==> src/rtl/rcn_pkg.sv <==
// Shared rcn ring packet layout and QSPI constants for the rcn_qspi block.
package rcn_pkg;

  // 69-bit ring packet: {valid, req, wr, id[5:0], mask[3:0], addr[23:2], seq[1:0], data[31:0]}
  localparam int unsigned RCN_W       = 69;
  localparam int unsigned RCN_VALID   = 68;
  localparam int unsigned RCN_REQ     = 67;
  localparam int unsigned RCN_WR      = 66;
  localparam int unsigned RCN_ID_HI   = 65;
  localparam int unsigned RCN_ID_LO   = 60;
  localparam int unsigned RCN_MASK_HI = 59;
  localparam int unsigned RCN_MASK_LO = 56;
  localparam int unsigned RCN_ADDR_HI = 55;
  localparam int unsigned RCN_ADDR_LO = 34;
  localparam int unsigned RCN_SEQ_HI  = 33;
  localparam int unsigned RCN_SEQ_LO  = 32;
  localparam int unsigned RCN_DATA_HI = 31;
  localparam int unsigned RCN_DATA_LO = 0;

  // Fast Read Quad Output
  localparam logic [7:0] QSPI_CMD_QREAD = 8'h6B;

  // Phase bit counts of one read transaction
  localparam logic [4:0] QSPI_CMD_BITS   = 5'd8;
  localparam logic [4:0] QSPI_ADDR_BITS  = 5'd24;
  localparam logic [4:0] QSPI_DUMMY_SCK  = 5'd8;
  localparam logic [4:0] QSPI_DATA_NIBS  = 5'd8;

  typedef enum logic [2:0] {
    ST_IDLE,
    ST_CMD,
    ST_ADDR,
    ST_DUMMY,
    ST_DATA,
    ST_GAP,
    ST_RESP
  } qspi_state_t;

  typedef enum logic {
    SH_SERIAL_OUT = 1'b0,
    SH_QUAD_IN    = 1'b1
  } shift_mode_t;

  // Flash bytes arrive in address order (byte A first); the ring word is little-endian.
  function automatic logic [31:0] le_word(input logic [31:0] w);
    return {w[7:0], w[15:8], w[23:16], w[31:24]};
  endfunction

endpackage

==> src/rtl/rcn_qspi_shift.sv <==
// SCK divider plus serial-out / quad-in shifter for one QSPI phase.
// Outputs change on the SCK falling edge, input is sampled on the rising edge.
// A start coincident with done chains the next phase without an idle half-period.
module qspi_shift
  import rcn_pkg::*;
#(
  parameter logic [3:0] CLK_DIV = 4'd2
) (
  input  logic        clk,
  input  logic        rst_n,
  input  logic        start,
  input  shift_mode_t mode,
  input  logic [4:0]  count,
  input  logic [31:0] tx_data,
  output logic [31:0] rx_data,
  output logic        done,
  output logic        sck,
  output logic [3:0]  io_o,
  output logic [3:0]  io_oe,
  input  logic [3:0]  io_i
);

  localparam logic [3:0] HALF_LAST = CLK_DIV - 4'd1;

  shift_mode_t mode_q;
  logic        running;
  logic [3:0]  div_cnt;
  logic [4:0]  left;
  logic [31:0] tx_sr;
  logic        half_end;

  assign half_end = running && (div_cnt == HALF_LAST);
  // Combinational so the caller can start the next phase on this same falling edge
  assign done     = half_end && sck && (left == 5'd1);

  // Half-period timing, SCK generation, and the data shift registers
  always_ff @(posedge clk or negedge rst_n) begin
    if (!rst_n) begin
      mode_q  <= SH_SERIAL_OUT;
      running <= 1'b0;
      div_cnt <= '0;
      left    <= '0;
      tx_sr   <= '0;
      rx_data <= '0;
      sck     <= 1'b0;
      io_o    <= '0;
      io_oe   <= '0;
    end else if (start) begin
      running <= 1'b1;
      mode_q  <= mode;
      div_cnt <= '0;
      left    <= count;
      sck     <= 1'b0;
      tx_sr   <= tx_data;
      rx_data <= '0;
      if (mode == SH_SERIAL_OUT) begin
        io_o  <= {3'b000, tx_data[31]};
        io_oe <= 4'b0001;
      end else begin
        io_o  <= '0;
        io_oe <= '0;
      end
    end else if (half_end) begin
      div_cnt <= '0;
      if (!sck) begin
        sck <= 1'b1;
        if (mode_q == SH_QUAD_IN) begin
          rx_data <= {rx_data[27:0], io_i};
        end
      end else begin
        sck  <= 1'b0;
        left <= left - 5'd1;
        if (left == 5'd1) begin
          running <= 1'b0;
          io_o    <= '0;
          io_oe   <= '0;
        end else if (mode_q == SH_SERIAL_OUT) begin
          tx_sr   <= tx_sr << 1;
          io_o    <= {3'b000, tx_sr[30]};
        end
      end
    end else if (running) begin
      div_cnt <= div_cnt + 4'd1;
    end
  end

endmodule

==> src/rtl/rcn_qspi.sv <==
// Read-only QSPI flash slave on the rcn ring: one 32-bit Fast Read Quad
// Output per matching read, writes answered immediately with data=0,
// all other traffic forwarded with one register of latency.
module rcn_qspi
  import rcn_pkg::*;
#(
  parameter logic [23:0] ADDR_BASE = 24'hC00000,
  parameter logic [23:0] ADDR_MASK = 24'hC00000,
  parameter logic [3:0]  CLK_DIV   = 4'd2
) (
  input  logic             clk,
  input  logic             rst_n,
  input  logic [RCN_W-1:0] rcn_in,
  output logic [RCN_W-1:0] rcn_out,
  output logic             qspi_clk,
  output logic             qspi_csn,
  output logic [3:0]       qspi_io_o,
  output logic [3:0]       qspi_io_oe,
  input  logic [3:0]       qspi_io_i,
  output logic             busy
);

  // csn stays high for 2*CLK_DIV cycles between the last SCK and the response
  localparam logic [4:0] GAP_LAST = {CLK_DIV, 1'b0} - 5'd1;

  qspi_state_t state;
  logic        go;
  logic [4:0]  gap_cnt;
  logic        req_wr;
  logic [5:0]  req_id;
  logic [3:0]  req_mask;
  logic [21:0] req_addr;
  logic [1:0]  req_seq;
  logic [31:0] rdata;

  logic [23:0]      in_byte_addr;
  logic             hit;
  logic [23:0]      flash_addr;
  logic [RCN_W-1:0] resp_pkt;

  logic        sh_start;
  shift_mode_t sh_mode;
  logic [4:0]  sh_count;
  logic [31:0] sh_tx;
  logic [31:0] sh_rx;
  logic        sh_done;

  assign in_byte_addr = {rcn_in[RCN_ADDR_HI:RCN_ADDR_LO], 2'b00};
  assign hit          = rcn_in[RCN_VALID] && rcn_in[RCN_REQ]
                        && ((in_byte_addr & ADDR_MASK) == ADDR_BASE);
  assign flash_addr   = {req_addr, 2'b00} & ~ADDR_MASK;
  assign resp_pkt     = {1'b1, 1'b0, req_wr, req_id, req_mask, req_addr, req_seq, rdata};

  // Phase launch: first phase one cycle after capture, later ones chained on done
  always_comb begin
    sh_start = 1'b0;
    sh_mode  = SH_SERIAL_OUT;
    sh_count = '0;
    sh_tx    = '0;
    unique case (state)
      ST_CMD: begin
        if (go) begin
          sh_start = 1'b1;
          sh_mode  = SH_SERIAL_OUT;
          sh_count = QSPI_CMD_BITS;
          sh_tx    = {QSPI_CMD_QREAD, 24'h000000};
        end else if (sh_done) begin
          sh_start = 1'b1;
          sh_mode  = SH_SERIAL_OUT;
          sh_count = QSPI_ADDR_BITS;
          sh_tx    = {flash_addr, 8'h00};
        end
      end
      ST_ADDR: begin
        if (sh_done) begin
          sh_start = 1'b1;
          sh_mode  = SH_QUAD_IN;
          sh_count = QSPI_DUMMY_SCK;
        end
      end
      ST_DUMMY: begin
        if (sh_done) begin
          sh_start = 1'b1;
          sh_mode  = SH_QUAD_IN;
          sh_count = QSPI_DATA_NIBS;
        end
      end
      default: ;
    endcase
  end

  qspi_shift #(
    .CLK_DIV (CLK_DIV)
  ) u_shift (
    .clk     (clk),
    .rst_n   (rst_n),
    .start   (sh_start),
    .mode    (sh_mode),
    .count   (sh_count),
    .tx_data (sh_tx),
    .rx_data (sh_rx),
    .done    (sh_done),
    .sck     (qspi_clk),
    .io_o    (qspi_io_o),
    .io_oe   (qspi_io_oe),
    .io_i    (qspi_io_i)
  );

  // Ring slot handling, request capture, and the transaction sequencer
  always_ff @(posedge clk or negedge rst_n) begin
    if (!rst_n) begin
      state    <= ST_IDLE;
      go       <= 1'b0;
      gap_cnt  <= '0;
      busy     <= 1'b0;
      qspi_csn <= 1'b1;
      req_wr   <= 1'b0;
      req_id   <= '0;
      req_mask <= '0;
      req_addr <= '0;
      req_seq  <= '0;
      rdata    <= '0;
      rcn_out  <= '0;
    end else begin
      rcn_out <= rcn_in;
      unique case (state)
        ST_IDLE: begin
          if (hit) begin
            req_wr   <= rcn_in[RCN_WR];
            req_id   <= rcn_in[RCN_ID_HI:RCN_ID_LO];
            req_mask <= rcn_in[RCN_MASK_HI:RCN_MASK_LO];
            req_addr <= rcn_in[RCN_ADDR_HI:RCN_ADDR_LO];
            req_seq  <= rcn_in[RCN_SEQ_HI:RCN_SEQ_LO];
            rdata    <= '0;
            busy     <= 1'b1;
            rcn_out  <= '0;
            if (rcn_in[RCN_WR]) begin
              state <= ST_RESP;
            end else begin
              state <= ST_CMD;
              go    <= 1'b1;
            end
          end
        end
        ST_CMD: begin
          if (go) begin
            go       <= 1'b0;
            qspi_csn <= 1'b0;
          end else if (sh_done) begin
            state <= ST_ADDR;
          end
        end
        ST_ADDR: begin
          if (sh_done) state <= ST_DUMMY;
        end
        ST_DUMMY: begin
          if (sh_done) state <= ST_DATA;
        end
        ST_DATA: begin
          if (sh_done) begin
            rdata    <= le_word(sh_rx);
            qspi_csn <= 1'b1;
            gap_cnt  <= '0;
            state    <= ST_GAP;
          end
        end
        ST_GAP: begin
          if (gap_cnt == GAP_LAST) begin
            state <= ST_RESP;
          end else begin
            gap_cnt <= gap_cnt + 5'd1;
          end
        end
        ST_RESP: begin
          // Only an empty slot takes the response; anything else passes through
          if (!rcn_in[RCN_VALID]) begin
            rcn_out <= resp_pkt;
            rcn_out[RCN_DATA_HI:RCN_DATA_LO] <= rdata;
            busy    <= 1'b0;
            state   <= ST_IDLE;
          end
        end
        default: state <= ST_IDLE;
      endcase
    end
  end

endmodule

==> config.mk <==
export PLATFORM = sky130hd
export DESIGN_NAME = rcn_qspi
export DESIGN_NICKNAME = d
export VERILOG_FILES = /design/src/rtl/rcn_pkg.sv /design/src/rtl/rcn_qspi_shift.sv /design/src/rtl/rcn_qspi.sv
export SDC_FILE = /design/constraint.sdc
export NUM_CORES = 1
export LEC_CHECK = 0
export CAP_MARGIN = 20
export CORE_MARGIN = 8
export CORE_UTILIZATION = 45
export DETAILED_ROUTE_END_ITERATION = 10
export PLACE_DENSITY = 0.7
export SETUP_SLACK_MARGIN = 0.02
export SYNTH_ARGS = -nofsm -noshare
export SYNTH_HDL_FRONTEND = slang
export SYNTH_SLANG_ARGS = --single-unit
==> constraint.sdc <==
create_clock -name clk -period 2.55 [get_ports clk]
set_clock_uncertainty 0.1 [all_clocks]
set_input_delay 0.3825 -clock clk [delete_from_list [all_inputs] [get_ports clk]]
set_output_delay 0.3825 -clock clk [all_outputs]
set_load 0.005 [all_outputs]
After elaboration in Yosys (flattened, before gate mapping) --
Index checks and enable logic that the tools add are counted.
Operators by class: mux-type cells 71, add/sub/neg operators 3, reduce and logical (&&, ||, !) cells 29, eq/ne operators 25
Operators by type and width (number):
- 31-bit 2-to-1 mux | 7
- 32-bit 2-to-1 mux | 6
- 69-bit one-hot mux with 2 select lines | 1
- 69-bit 2-to-1 mux | 1
- 68-bit 2-to-1 mux | 1
- 32-bit one-hot mux with 2 select lines | 1
- 4-bit 2-to-1 mux | 13
- 5-bit 2-to-1 mux | 7
- 30-bit 2-to-1 mux | 1
- 2-bit inequality test (second input constant) | 14
- 3-bit 2-to-1 mux | 9
- 3-bit AND reduction | 8
- 3-bit one-hot mux with 7 select lines | 1
- 5-bit one-hot mux with 2 select lines | 2
- 2-bit nonzero test | 9
- 1-bit 2-to-1 mux | 17
- 3-bit == test (second input constant) | 3
- 1-bit one-hot mux with 2 select lines | 4
- 8-bit AND reduction | 1
- 3-bit by 2-bit == test with 1-bit output (second input constant) | 2
- 5-bit by 1-bit adder with 5-bit output (second input constant) | 1
- 5-bit by 1-bit == test with 1-bit output (second input constant) | 1
- 5-bit by 2-bit == test with 1-bit output (second input constant) | 1
- 1-bit logical AND | 5
- other kinds (11) | 12
Storage, ports and cells: bits in registers 230, output and inout bits 80, word-level logic and storage cells 149, input bits 75

Logic depth before layout (Yosys ltp) --
depth in word-level cells 9, mapped depth 8, gate-level depth less buffers 6

Hierarchy --
Synthesis repeated with hierarchy kept, for this count alone.
Unflattened totals: cells, all modules 1008, area, all modules 10286.1 um^2
Modules (own cells, without submodules):
- rcn_qspi | times used 1, area each 6291.0 um^2, sequential area each 3679.8 um^2, cells each 618
- qspi_shift | times used 1, area each 3995.1 um^2, sequential area each 1926.8 um^2, cells each 390

Least setup slack after synthesis --
OpenSTA, ideal clock, no wires.
path kind register to register, start reg u_shift.left[1], end reg gap_cnt[0], cell stages (with the launch flop) 9, clock period less this slack 2.183 ns, required time 2.287 ns, setup slack 0.367 ns, library setup time 0.163 ns, data arrival time 1.920 ns, buffers on the path 2, cell sequence dfrtp_1 inv_1 ha_1 or4b_1 buf_2 nor4_4 clkbuf_1 nand3b_1 o21ai_0
On the way: longest elaborated chain between the ends 4
RTL lines:
- start, declared | RTL line rcn_qspi_shift.sv:28 | logic [4:0] left;
- start signal, assigned | RTL line rcn_qspi_shift.sv:52 | left <= count;
- start signal, assigned | RTL line rcn_qspi_shift.sv:72 | left <= left - 5'd1;
- 5-bit by 1-bit == test with 1-bit output | RTL line rcn_qspi_shift.sv:34 | assign done = half_end && sck && (left == 5'd1);
- 1-bit logical AND | RTL line rcn_qspi_shift.sv:34
- 2-bit inequality test (no source line)
- 3-bit AND reduction (no source line)
- end signal, assigned | RTL line rcn_qspi.sv:171 | gap_cnt <= gap_cnt + 5'd1;
- end, declared | RTL line rcn_qspi.sv:28 | logic [4:0] gap_cnt;
No other way between the ends. A chain may end at the register's enable or synchronous reset.

Worst setup path in the final report --
Ends and elaborated chain as after synthesis.

==> results by group <==
Synthesis
  • Part of the Yosys area used for sequential elements: between 60 and 70%
  • Most used standard cells in the synthesized netlist: 248 x nand2_1, 213 x dfrtp_1, 69 x a22o_1
  • Number of distinct standard cells referenced by the synthesized netlist: 57
  • Fraction of registers with async set/reset: between 90% and 100%
  • Leading area contributor after synthesis: dfrtp_1
  • Mean area per synthesized cell: roughly 11 µm²
  • Area share of the leading cell type in the synthesized netlist: between 60% and 70%
  • Number of cells produced by synthesis: approximately 800
  • Synth Register Bits: 214
  • Synth Warn #: 0
  • Leading post-synthesis cells by cell area: dfrtp_1 62%, nand2_1 11%, a22o_1 7.0%, o21ai_0 2.2%, a21oi_1 2.0%
  • Primary flip-flop cell chosen by synthesis mapping: dfrtp_1
  • Combined area of all synthesized cells: 8630 µm²
  • Number of enable flip-flop cells after synthesis: 0
  • Most numerous cell in the Yosys netlist: nand2_1

Routing
  • Initial DRC count: approximately 550
  • Via count: 6,412
  • Number of detailed-routing iterations run before antenna repair: 4
  • Final wirelength: between 20,000 and 25,000 µm
  • Post-detailed-route count of antenna-violating nets: 0
  • Per-cell via count in the routed design: between 5 and 6
  • Post-route DRC violation count: 0
  • Wirelength per Cell: 17.9 µm

Clocking
  • Source-to-sink clock delay at the later pin of the worst-skew pair: between 400 and 500 ps
  • CTS clk-pin slew, worst paths: 60 ps
  • Number of buffers created by CTS: 23
  • CTS tree: yes
  • Sinks on Clock Net: 214
  • H-Tree Level Count: 1
  • Clk root buf: clkbuf_16
  • Buffers from clock root to sink, at most: 3
  • Number of resized instances in the post-cts repair step: 0

Global route
  • Largest net degree at the start of global routing: 72
  • Antenna violations before repair: 1
  • Total track usage: a little under a fifth
  • Wire length of the first global-routing pass: approximately 36,000 µm
  • Via count of the first global-routing pass: ~6,400
  • Total overflow reported by the global router: 0

Worst setup path
  • Reg-to-reg slack, setup: between 200 and 250 ps
  • Startpoint type of the worst setup path: register
  • Classification of the worst setup path: reg -> reg
  • Critical Path AT: around 2600 ps
  • Critical Path Source: u_shift.left[1]$_DFFE_PN0P_
  • CP peak stage delay: 570 ps
  • Last element of the critical path: gap_cnt[0]$_DFFE_PN0P_
  • Req. time, crit path: approximately 2800 ps
  • Type of destination of the critical path: register
  • Cell count of the worst reg-to-reg path: 7
  • Crit path cell chain: inv_1 > ha_1 > or4b_1 > nor4_4 > buf_12 > nand3b_1 > o21ai_0
  • Cell with the largest stage delay on the worst path: or4b_1
  • Largest fanout on the critical path: 70
  • Startpoint of the worst-slack reg-to-reg timing path: u_shift.left[1]$_DFFE_PN0P_
  • Reg2Reg Capture Point: gap_cnt[0]$_DFFE_PN0P_

Timing
  • Setup slack of the critical path after layout: ~240 ps
  • Final Hold Violating Endpoints: 0
  • Fmax: 0.433 GHz
  • Transition time at the pin with the least slew margin: 554 ps
  • Number of setup violations in the final report: 0
  • Setup tns final: 0 ps
  • Final Max Tran Viols: 0
  • Fraction of the cycle the final worst path needs: roughly 90%
  • Time the worst path needs with I/O delays and setup: 2310 ps
  • Setup repair after global routing missed its margin: false
  • Slew Limit Headroom: a little over three fifths

Power and ir drop
  • IR drop worst, VDD: around 470 µV
  • Power density of the placed cells: between 800 and 900 nW/µm²
  • Pleak: about 5.3 nW

Die
  • Initial core utilization: approximately 46%
  • Core Footprint: approximately 19,000 µm²
  • FP Rows: 50
  • Height of the die: roughly 150 µm
  • Width of the die: about 150 µm
  • Number of top-level design ports: between 150 and 200
  • Die Outline Area: about 24,000 µm²

Layout
  • Net count of the finished layout: ~1,000
  • Layout Area Growth over Synthesis: 30.3%
  • Fraction of layout instances using a drive strength above 1: roughly 8%
  • Storage cell area: roughly 5400 µm²
  • Layout fillers: approximately 1,500
  • Combined area of the multi-input logic cells: roughly 3000 µm²

Hold path
  • Startpoint of the tightest hold check path: rcn_in[46]
  • Worst Hold Class: in -> reg

Run
  • Maxcap violations: 0

Placement
  • Last weighted congestion value of the routability-driven placer: about 0.79
  • Detailed-placement wirelength estimate: around 14,000 µm
  • IO buf count: about 150
  • Worst slack after detailed placement: around 150 ps

Outcome
  • Result of the run: completed
timing repair:
item	in CTS	in global routing
buffers inserted	0	0
hold buffers	1	0
endpoints found under the hold margin	66	0
critical path, delay by kind of cell, from the launching register on:
| family | cells | cell delay (ps) |
|---|---|---|
| AOI/OAI and AO/OA | 1 | 80 |
| and+or+nand+nor | 3 | 1080 |
| adders and majority gates | 1 | 140 |
| DFF | 1 | 400 |
| buffers and inverters | 2 | 380 |
metal layers:
metal	track usage [%]	up-vias	share of wire [%]
met5	0	-	0
met4	4.85	0	1.6
met3	2.76	26	5.0
met2	27.3	177	45
met1	26.8	3134	49
li1	-	3075	-
power breakdown:
part	internal (mW)	leakage, nW	total (mW)	switching, mW
sequential	4.06	2.63	4.60	0.537
clock	2.06	0.378	3.40	1.34
combinational	0.673	2.32	1.25	0.578
total	6.80	5.33	9.25	2.46
state kept, by name, summed over array words and instances, names as in the netlist:
register,cells
busy,1
u_shift.tx_sr,21
req_id,6
u_shift.mode_q,1
rdata,32
req_mask,4
req_seq,2
go,1
rcn_out,69
u_shift.running,1
state,3
u_shift.div_cnt,4
u_shift.rx_data,32
u_shift.io_o,1
qspi_csn,1
u_shift.sck,1
u_shift.io_oe,1
gap_cnt,5
req_wr,1
u_shift.left,5
req_addr,22
stage by stage:
step / util (%) / cells / hold slack (ps) / area, µm² / total power [mW]
final: 59.9 / 1208 / 340 / 11200 / 9.25
after global routing: 59.9 / 1208 / 346 / 11200 / 9.73
after CTS: 59.9 / 1207 / 326 / 11200 / 9.32
after detailed placement: 55.8 / 1165 / 294 / 10500 / 5.90
after global placement: 55.8 / 1165 / 294 / 10500 / 5.85
after floorplan: - / 820 / -13.1 / 8650 / 5.21
cells by family after synthesis:
logic type,count (synthesis),synth area share [%]
buf+inv,76,3.70
xor+xnor,8,0.812
simple gates,312,15.5
mux,16,1.86
compound gates,183,15.3
fa+ha+maj,5,0.725
other cells,1,0.0434
flops,214,62.1
cell usage in the layout (no fill, tap or decap), types with 2 or more instances in the layout:
cell type / n
nand2_1: 247
dfrtp_1: 213
clkdlybuf4s50_1: 147
a22o_1: 69
o21ai_0: 38
a21oi_1: 34
clkbuf_16: 23
nor2_1: 17
buf_4: 17
mux2i_1: 16
inv_1: 15
o2bb2ai_1: 15
nand3_1: 10
nand4_1: 7
buf_12: 7
xor2_1: 6
conb_1: 6
a32oi_1: 5
ha_1: 5
clkinv_2: 5
nor3_1: 4
clkbuf_1: 4
o21a_1: 3
bufinv_16: 3
clkbuf_8: 3
and3b_1: 2
nor4_4: 2
and2_1: 2
or3b_2: 2
nand3b_1: 2
xnor2_1: 2
nor3_2: 2
a22oi_1: 2
a211oi_1: 2
o41ai_1: 2
o311a_1: 2
nand2b_1: 2
clkinvlp_4: 2
how the worst min path moves through the flow:
stage                                        to  slack (ps)  depth (start not counted)
floorplan                      busy$_DFFE_PN0P_         -10                          0
global placement       req_addr[15]$_DFFE_PN0P_         290                          1
detailed placement  u_shift.left[0]$_DFFE_PN0P_         290                          1
CTS                    req_addr[12]$_DFFE_PN0P_         330                          3
global route           req_addr[12]$_DFFE_PN0P_         350                          3
finish                 req_addr[12]$_DFFE_PN0P_         340                          3
area by class of cell:
cell class                      instances  share of cell area [%]
Multi-Input combinational cell        530                    26.7
Antenna cell                            1                  0.0222
Timing Repair Buffer                  173                    15.7
Inverter                               15                   0.501
Clock buffer                           30                    5.62
Sequential cell                       214                    47.6
Clock inverter                         11                    1.26
Tap cell                              234                    2.60
Power figures use the tool's default switching activity.
